### src/rtl/rgb_to_yuv422_prog.sv
`default_nettype none
// ============================================================================
// Module   : rgb_to_yuv422_prog
// Brief    : RGB stream to planar Y/U/V 4:2:2 with runtime-loaded coefficients,
//            per-frame pixel count and independent per-stream output FIFOs.
// Revision : 1.0
// ============================================================================
module rgb_to_yuv422_prog #(
    parameter int DW         = 8,
    parameter int CW         = 9,
    parameter int FRAC       = 7,
    parameter int CNT_W      = 16,
    parameter int FIFO_DEPTH = 4
) (
    input  logic                   clk,
    input  logic                   rst,
    input  logic                   rgb_valid,
    output logic                   rgb_ready,
    input  logic [2:0][DW-1:0]     rgb_data,
    input  logic                   pixel_count_valid,
    output logic                   pixel_count_ready,
    input  logic [CNT_W-1:0]       pixel_count,
    input  logic                   coeff_valid,
    output logic                   coeff_ready,
    input  logic [CW-1:0]          coeff_data,
    output logic                   y_valid,
    input  logic                   y_ready,
    output logic [DW-1:0]          y_data,
    output logic                   u_valid,
    input  logic                   u_ready,
    output logic [DW-1:0]          u_data,
    output logic                   v_valid,
    input  logic                   v_ready,
    output logic [DW-1:0]          v_data
);
    localparam int AW  = $clog2(FIFO_DEPTH);
    localparam int PW  = DW + 1 + CW;
    localparam int SW  = DW + CW + 3;
    localparam int CTW = AW + 3;

    localparam logic [1:0] S_LOAD  = 2'd0;
    localparam logic [1:0] S_WAIT  = 2'd1;
    localparam logic [1:0] S_RUN   = 2'd2;
    localparam logic [1:0] S_DRAIN = 2'd3;

    localparam logic signed [SW-1:0] c_HALF = SW'(2**(FRAC-1));
    localparam logic signed [SW-1:0] c_ONE  = SW'(2**FRAC);
    localparam logic signed [SW-1:0] c_OFF  = SW'(2**(DW-1));
    localparam logic signed [SW-1:0] c_MAX  = SW'(2**DW - 1);

    logic [1:0]                r_state;
    logic [3:0]                r_idx;
    logic signed [CW-1:0]      r_coef [9];
    logic [CNT_W-1:0]          r_remaining;
    logic                      r_par;
    logic                      r_in_valid, r_in_last;
    logic [2:0][DW-1:0]        r_in_rgb;
    logic                      r_s1_valid, r_s1_last;
    logic signed [PW-1:0]      r_prod [9];
    logic signed [SW-1:0]      r_su_hold, r_sv_hold;

    logic                      w_coeff_acc, w_cnt_acc, w_pix_acc, w_frame_start;
    logic [CTW-1:0]            w_inflight;
    logic [2:0]                w_room, w_push, w_ready, w_valid;
    logic [AW:0]               w_cnt [3];
    logic [DW-1:0]             w_wdata [3];
    logic [DW-1:0]             w_rdata [3];
    logic signed [SW-1:0]      w_sy, w_su, w_sv;

    function automatic logic [DW-1:0] f_clamp(input logic signed [SW-1:0] x);
        if (x[SW-1])
            return '0;
        else if (x > c_MAX)
            return '1;
        else
            return x[DW-1:0];
    endfunction

    assign coeff_ready       = (r_state == S_LOAD) | (r_state == S_WAIT);
    assign pixel_count_ready = (r_state == S_WAIT);
    assign w_coeff_acc       = coeff_valid & coeff_ready;
    // A coefficient arriving together with a count takes priority.
    assign w_cnt_acc         = pixel_count_valid & pixel_count_ready & ~coeff_valid;
    assign w_frame_start     = w_cnt_acc & (pixel_count != '0);

    // Pixels already in the pipeline are treated as future pushes to every FIFO.
    assign w_inflight = CTW'(r_in_valid) + CTW'(r_s1_valid);
    assign w_room[0]  = (CTW'(w_cnt[0]) + w_inflight + CTW'(3)) <= CTW'(FIFO_DEPTH);
    assign w_room[1]  = (CTW'(w_cnt[1]) + w_inflight + CTW'(2)) <= CTW'(FIFO_DEPTH);
    assign w_room[2]  = (CTW'(w_cnt[2]) + w_inflight + CTW'(2)) <= CTW'(FIFO_DEPTH);
    assign rgb_ready  = (r_state == S_RUN) & (r_remaining != '0) & (&w_room);
    assign w_pix_acc  = rgb_valid & rgb_ready;

    always_ff @(posedge clk or negedge rst) begin
        if (!rst) begin
            r_state     <= S_LOAD;
            r_idx       <= '0;
            r_remaining <= '0;
            for (int k = 0; k < 9; k++) r_coef[k] <= '0;
        end else begin
            case (r_state)
                S_LOAD: if (w_coeff_acc) begin
                    r_coef[r_idx] <= coeff_data;
                    if (r_idx == 4'd8) begin
                        r_idx   <= '0;
                        r_state <= S_WAIT;
                    end else begin
                        r_idx <= r_idx + 4'd1;
                    end
                end
                S_WAIT: if (w_coeff_acc) begin
                    r_coef[0] <= coeff_data;
                    r_idx     <= 4'd1;
                    r_state   <= S_LOAD;
                end else if (w_frame_start) begin
                    r_remaining <= pixel_count;
                    r_state     <= S_RUN;
                end
                S_RUN: if (w_pix_acc) begin
                    r_remaining <= r_remaining - CNT_W'(1);
                    if (r_remaining == CNT_W'(1)) r_state <= S_DRAIN;
                end
                default: if (!r_in_valid && !r_s1_valid) r_state <= S_WAIT;
            endcase
        end
    end

    assign w_sy = SW'(r_prod[0]) + SW'(r_prod[1]) + SW'(r_prod[2]);
    assign w_su = SW'(r_prod[3]) + SW'(r_prod[4]) + SW'(r_prod[5]);
    assign w_sv = SW'(r_prod[6]) + SW'(r_prod[7]) + SW'(r_prod[8]);

    // Chroma is pushed on the odd pixel of a pair, or alone on an unpaired last pixel.
    assign w_push[0]  = r_s1_valid;
    assign w_push[1]  = r_s1_valid & (r_par | r_s1_last);
    assign w_push[2]  = w_push[1];
    assign w_wdata[0] = f_clamp((w_sy + c_HALF) >>> FRAC);
    assign w_wdata[1] = r_par ? f_clamp(((r_su_hold + w_su + c_ONE) >>> (FRAC+1)) + c_OFF)
                              : f_clamp(((w_su + c_HALF) >>> FRAC) + c_OFF);
    assign w_wdata[2] = r_par ? f_clamp(((r_sv_hold + w_sv + c_ONE) >>> (FRAC+1)) + c_OFF)
                              : f_clamp(((w_sv + c_HALF) >>> FRAC) + c_OFF);

    always_ff @(posedge clk or negedge rst) begin
        if (!rst) begin
            r_in_valid <= 1'b0;
            r_in_last  <= 1'b0;
            r_in_rgb   <= '0;
            r_s1_valid <= 1'b0;
            r_s1_last  <= 1'b0;
            r_par      <= 1'b0;
            r_su_hold  <= '0;
            r_sv_hold  <= '0;
            for (int k = 0; k < 9; k++) r_prod[k] <= '0;
        end else begin
            r_in_valid <= w_pix_acc;
            if (w_pix_acc) begin
                r_in_rgb  <= rgb_data;
                r_in_last <= (r_remaining == CNT_W'(1));
            end
            r_s1_valid <= r_in_valid;
            if (r_in_valid) begin
                r_s1_last <= r_in_last;
                for (int k = 0; k < 9; k++)
                    r_prod[k] <= $signed(PW'(r_in_rgb[k % 3])) * PW'(r_coef[k]);
            end
            if (w_frame_start) begin
                r_par <= 1'b0;
            end else if (r_s1_valid) begin
                if (!r_par && !r_s1_last) begin
                    r_su_hold <= w_su;
                    r_sv_hold <= w_sv;
                    r_par     <= 1'b1;
                end else begin
                    r_par <= 1'b0;
                end
            end
        end
    end

    assign w_ready = {v_ready, u_ready, y_ready};

    for (genvar gi = 0; gi < 3; gi++) begin : g_fifo
        logic [DW-1:0] r_mem [FIFO_DEPTH];
        logic [AW-1:0] r_wp, r_rp;
        logic [AW:0]   r_cnt;
        logic          w_pop, w_wr;

        assign w_pop = (r_cnt != '0) & w_ready[gi];
        assign w_wr  = w_push[gi] & ((r_cnt != (AW+1)'(FIFO_DEPTH)) | w_pop);

        always_ff @(posedge clk or negedge rst) begin
            if (!rst) begin
                r_wp  <= '0;
                r_rp  <= '0;
                r_cnt <= '0;
                for (int j = 0; j < FIFO_DEPTH; j++) r_mem[j] <= '0;
            end else begin
                if (w_wr) begin
                    r_mem[r_wp] <= w_wdata[gi];
                    r_wp        <= r_wp + AW'(1);
                end
                if (w_pop) r_rp <= r_rp + AW'(1);
                r_cnt <= r_cnt + (AW+1)'(w_wr) - (AW+1)'(w_pop);
            end
        end

        assign w_cnt[gi]   = r_cnt;
        assign w_valid[gi] = (r_cnt != '0);
        assign w_rdata[gi] = r_mem[r_rp];
    end

    assign y_valid = w_valid[0];
    assign u_valid = w_valid[1];
    assign v_valid = w_valid[2];
    assign y_data  = w_rdata[0];
    assign u_data  = w_rdata[1];
    assign v_data  = w_rdata[2];

endmodule
`default_nettype wire

### config.mk
export PLATFORM = sky130hd
export DESIGN_NAME = rgb_to_yuv422_prog
export DESIGN_NICKNAME = d
export VERILOG_FILES = /design/src/rtl/rgb_to_yuv422_prog.sv
export SDC_FILE = /design/constraint.sdc
export NUM_CORES = 2
export LEC_CHECK = 0
export BUFFER_PORTS_ARGS = -buffer_cell sky130_fd_sc_hd__clkbuf_2
export CAP_MARGIN = 25
export CORE_MARGIN = 3
export CORE_UTILIZATION = 45
export DETAILED_ROUTE_END_ITERATION = 6
export PLACE_DENSITY = 0.66
export SLEW_MARGIN = 20
export SYNTH_ARGS = -nofsm -noshare
export SYNTH_HDL_FRONTEND = slang
export SYNTH_SLANG_ARGS = --single-unit
export TNS_END_PERCENT = 100
### constraint.sdc
create_clock -name clk -period 11 [get_ports clk]
set_input_delay 2.2 -clock clk [delete_from_list [all_inputs] [get_ports clk]]
set_output_delay 2.2 -clock clk [all_outputs]
set_load 0.005 [all_outputs]
### Yosys cells after proc, flatten, opt, wreduce, memory -nomap -nowiden

Index checks and enable logic that the tools add are counted.
Widths: inputs -> output; s select.

* word-level logic and storage cells: 242
* output and inout port bits: 30
* flip-flop bits (word level): 451
* bits of input ports: 57

* magnitude comparators: 19
* multipliers: 9
* muxes and demuxes: 55
* bitwise operators: 28
* equal/unequal tests: 15
* add/subtract/negate cells: 38
* reduce and logical (&&, ||, !) cells: 26

Operator list (number)
* $mux 8: 21
* $mul 9x9->18: 9
* $bwmux 32: 3
* $bwmux 81: 1
* $mux 81: 1
* $add 19x18->20: 3
* $add 20x8->20 const B: 3
* $add 18x18->19: 3
* $bmux 8 s2: 3
* $demux 8 s2: 3
* $mux 16: 3
* $add 20x20->20: 2
* $add 20x9->20 const B: 2
* $gt 13x9->1 const B: 3
* $demux 9 s4: 1
* $pmux 16 s2: 1
* $reduce_bool 16->1: 2
* $add 13x9->14 const B: 2
* $gt 14x9->1 const B: 2
* $add 12x9->13 const B: 2
* $ge 3x3->1 const B: 6
* $mux 9: 2
* $not 2->3: 6
* $pmux 9 s2: 1
* other kinds (39): 105

### Longest topological paths before layout

* depth in word-level cells: 10
* gate-level depth with buffers: 31

### Least setup slack after synthesis

No wires, ideal clock.

* path type: reg2reg
* from: register r_prod[1] (netlist name)
* to: register g_fifo[2].r_mem[15] (netlist name)
* required time: 10.875 ns
* stages on the path, launching flop included: 30
* slack: 4.453 ns
* arrival: 6.422 ns
* path buffers: 1
* setup time: 0.125 ns
* path through: dfrtp_1 -> inv_1 -> fa_1 -> inv_1 -> ha_1 -> fa_1 -> a211oi_2 -> nor4_1 -> or2_0 -> buf_2 -> nor4_1 -> a211o_1 -> inv_1 -> ha_1 -> ha_1 -> a211o_1 -> o31ai_1 -> inv_1 -> a21oi_1 -> xnor2_1 -> ha_1 -> inv_1 -> a2111o_1 -> a211o_1 -> a21boi_0 -> o32ai_4 -> o311a_1 -> o21ai_1 -> o22a_1 -> mux2_2

* longest elaborated chain between the ends: 9
* elaborated cells on any way between the ends: 14
* classes of those cells: add/sub: 6; order compare: 2; mux: 6

Ends and longest elaborated chain
* start: declaration: RTL line 59 `logic signed [PW-1:0] r_prod [9];`
* start signal: indexed assignment: RTL line 163 `r_prod[k] <= $signed(PW'(r_in_rgb[k % 3])) * PW'(r_coef[k]);`
* $add 19x18->20 *: RTL line 130 `assign w_sv = SW'(r_prod[6]) + SW'(r_prod[7]) + SW'(r_prod[8]);`
* named net w_sv[13]: RTL line 68 `logic signed [SW-1:0] w_sy, w_su, w_sv;`
* $add 20x20->20: RTL line 139 `assign w_wdata[2] = r_par ? f_clamp(((r_sv_hold + w_sv + c_ONE) >>> (FRAC+1)) + c_OFF)`
* $add 20x9->20: RTL line 139
* $add 12x9->13: RTL line 139
* $gt 13x9->1: RTL line 73 `else if (x > c_MAX)`
* $mux 8: RTL line 73
* $mux 8: RTL line 71 `if (x[SW-1])`
* $mux 8 *: RTL line 139
* $bwmux 32 *: RTL line 198 `r_mem[r_wp] <= w_wdata[gi];`
* end signal: indexed assignment: RTL line 198
* end: declaration: RTL line 182 `logic [DW-1:0] r_mem [FIFO_DEPTH];`

The timed path passes the listed nets; every way through them passes the cells marked *.
A chain may end at the register's enable or synchronous reset.

### Worst setup path after layout

* from: register r_prod[1] (netlist name)
* to: register g_fifo[2].r_mem[5] (netlist name)

Same word-level chain as after synthesis.

==> results.yml <==
run_status:
  status: "complete, no violations"
clocking:
  clk_latency_ns: 0.66
  cts_hold_buf: 0
  clockBufferDepth: 3
  cts_tree: "yes"
  cts_resized: 0
  numCtsBuffers: 56
  numClockSinks: 451
  cts_setup_buffers: 0
  root_buffer: "clkbuf_16"
  path_clk_slew_ns: 0.06
  cts.htree.levels: 2
critical_path:
  arrival_ns: 7.75
  worst_ep_required_time_ns: 11.49
  cp-startpoint: "r_prod[1]$_DFFE_PN0P_"
  r2r-end: "g_fifo[2].r_mem[5]$_DFFE_PN0P_"
  start_kind: "flip-flop"
  path_max_fanout: 8
  rrSetupSlack_ns: 3.74
  critPathCapture: "g_fifo[2].r_mem[5]$_DFFE_PN0P_"
  r2r_cells: 27
  timing.rr.start: "r_prod[1]$_DFFE_PN0P_"
  path_class: "flip-flop to flip-flop"
  critPathCaptureType: "flip-flop"
timing:
  fmax_mhz: 138
  whs_ns: 0.467
  drv_slew: 0
  finalCritPeriodShare: 0.660
  slew_headroom: 0.361
  period_minus_slack_ns: 7.26
  worst_slew_pin_slew_ns: 0.954
  fin_ws_ns: 3.74
  finalClockSkew_ns: 0.0266
  rsz0062_at_grt: "false"
  finalHoldViolations: 0
  setup_viol: 0
  setup-tns-final_ns: 0
hold_path:
  hp-class: "flip-flop to flip-flop"
logic_synthesis:
  synthMuxAreaShare: 0.0872
  yosys.area.top_type: "dfrtp_1"
  syn_nets: 5961
  ys_types: 80
  synthDominantCellAreaShare: 0.238
  synth_seq_cells: 451
  yosys.area_share.xor_xnor: 0.0377
  synth_cells: 4793
  ys_warn_count: 0
  synth_top_flop_cell: "dfrtp_1"
  synth-compound-area-share: 0.0829
  syn_avg_cell_area_um2: 9.91
  synth.area.top_cells: "dfrtp_1 (24%), fa_1 (19%), ha_1 (17%), mux2_2 (7.4%), inv_1 (5.2%)"
  synth_adder_area_share: 0.363
  ys_seq_area_frac: 0.238
  synthArstFlopShare: 1.00
  synth_top_family_by_area: "adder cells"
  syn_area_um2: 47500
  synth_enable_flop_cells: 0
  yosys.area_share.simple: 0.124
layout:
  fin_nets: 5946
  diodes: 0
  final_util: 0.492
  drive_gt1_frac: 0.118
  area_growth_pct: 7.80
drt:
  met2_length_um: 52800
  initialDrtViolationCount: 1700
  vias: 33100
  drt-total-wl_um: 107000
  wl_met3_um: 3910
  wl_per_cell_um: 17.2
  viasPerCell: 5.34
  antenna_left: 0
  drt_pass1_iterations: 7
  drc: 0
  met1_length_um: 47600
  maxUsedRoutingLayer: "met4"
place:
  dp_hpwl_um: 82800
  place_ws_ns: 3.87
  io_buffers: 86
  gp_congestion: 0.844
run:
  maxCapViolCount: 0
grt:
  grt_overflow_total: 0
  grt_max_degree: 143
  antenna_found_initial: 2
  gr-usage-all-layers: 0.202
  grt_pass1_wl_um: 179000
  grt_pass1_vias: 34500
power_and_ir_drop:
  p_leak_nw: 27.0
  power_density_nw_per_um2: 252
  ir_drop_uv: 220
die:
  initial_core_util: 0.456
  design.core.area_um2: 104000
  core.rowCount: 118
  io_pins: 87
  dieWidth_um: 331
  die_area_um2: 110000
  die_h_um: 331
[state kept, by name (all words and copies together), names as in the netlist]
signal and cells:
r_in_rgb 24, r_sv_hold 20, r_par 1, r_prod 162, r_state 2, r_in_last 1
r_in_valid 1, r_s1_last 1, g_fifo.r_wp 6, r_remaining 16, r_su_hold 20, g_fifo.r_mem 96
g_fifo.r_cnt 9, g_fifo.r_rp 6, r_idx 4, r_coef 81, r_s1_valid 1
[per-stage QoR]
stage	power (mW)	instance area (um^2)	instances
floorplan	8.75	47500	4793
global placement	10.8	49300	6100
detailed placement	11.0	49300	6100
CTS	13.1	51200	6205
global route	14.3	51200	6205
finish	12.9	51200	6205
[report_power, final]
group | internal (mW) | total, mW | switching [mW]
logic | 3.43 | 8.11 | 4.68
clock network | 1.20 | 1.98 | 0.784
registers | 2.06 | 2.82 | 0.758
[how the worst min path moves through the flow]
stage	to	cells past startpoint	slack, ns	start
after floorplan	r_s1_valid$_DFF_PN0_	0	0.38	r_in_valid$_DFF_PN0_
after global placement	r_in_rgb[6]$_DFFE_PN0P_	2	0.46	r_in_rgb[6]$_DFFE_PN0P_
after detailed placement	g_fifo[0].r_cnt[2]$_DFF_PN0_	1	0.47	g_fifo[0].r_cnt[2]$_DFF_PN0_
after CTS	g_fifo[0].r_cnt[2]$_DFF_PN0_	1	0.48	g_fifo[0].r_cnt[2]$_DFF_PN0_
after global routing	g_fifo[0].r_cnt[2]$_DFF_PN0_	1	0.50	g_fifo[0].r_cnt[2]$_DFF_PN0_
final	g_fifo[0].r_cnt[2]$_DFF_PN0_	1	0.47	g_fifo[0].r_cnt[2]$_DFF_PN0_
[worst max-delay path, cell delays in order (launching register included)]
cell and delay [ns]:
dfrtp_1 0.32, inv_1 0.06, fa_1 0.52, inv_1 0.04, ha_1 0.22, fa_1 0.48, a211oi_2 0.34, nor4_1 0.13
or2_0 0.32, nor4_1 0.28, a211o_1 0.29, inv_1 0.10, ha_1 0.29, ha_1 0.37, a211o_1 0.36, o31ai_1 0.41
inv_1 0.08, a21oi_1 0.20, xnor2_1 0.19, ha_1 0.19, inv_1 0.05, a2111o_1 0.34, a211o_1 0.29, a21boi_0 0.16
o32ai_4 0.25, a21oi_1 0.20, nor3_1 0.46, o22ai_1 0.14
[per-layer routing]
metal  track usage  up-vias
met1         0.267    16700
met2         0.353      499
met3        0.0261      132
met5             0        -
met4        0.0475        0
li1              -    15800
[cell usage after synthesis (9+ instances only)]
library cell / n
xor2_1: 45
o22ai_1: 31
or3_1: 13
nand4_1: 18
a21o_1: 37
a31oi_1: 26
nand3_1: 61
mux4_2: 24
nand2_1: 526
mux2_2: 311
a211oi_1: 17
and3_1: 13
and2_0: 9
clkbuf_1: 170
mux2i_1: 10
o21ai_0: 105
dfrtp_1: 451
nor2b_1: 34
inv_1: 654
nor4_1: 16
nor3_1: 40
o21a_1: 23
a211o_1: 10
o211ai_1: 16
xnor2_1: 157
ha_1: 663
o21bai_1: 61
buf_1: 17
fa_1: 448
nand2b_1: 64
nor2_1: 140
a21oi_1: 191
nor3b_1: 10
o31ai_1: 17
and2_1: 250
[cell families after synthesis]
family | Yosys count
buffers and inverters | 848
DFF | 451
AOI/OAI and AO/OA | 613
muxes | 345
xor gates and xnor gates | 203
adders and majority gates | 1111
and+or+nand+nor | 1222
[area by class of cell]
class | count | area (um^2)
multi-input combinational | 3494 | 33100
inverter | 656 | 2460
tap | 1380 | 1730
sequential | 451 | 11300
clock inverter | 28 | 370
timing repair buffer | 119 | 726
clock buffer | 77 | 1590
fill | 9529 | 52900
[cell usage in the layout (no fill, tap or decap), drive strengths merged, types with 13 or more instances in the layout]
cell	netlist	final
nor4	16	16
o21a	23	23
o211ai	16	16
buf	22	34
a31oi	26	26
xor2	45	45
dfrtp	451	451
o21bai	61	61
and2	259	259
nor3	40	40
nor2	140	140
nand2b	64	64
a21oi	192	192
ha	663	663
o31ai	17	17
nand4	18	18
o22ai	31	31
mux2	311	311
mux4	24	24
clkinv	1	14
a21o	37	37
or3	13	13
o21ai	112	112
a211oi	20	20
xnor2	157	157
inv	655	659
nor2b	34	34
nand2	526	526
fa	448	448
and3	13	13
clkbuf	170	162
nand3	61	61
No activity file was read; power rests on OpenSTA's default activity.
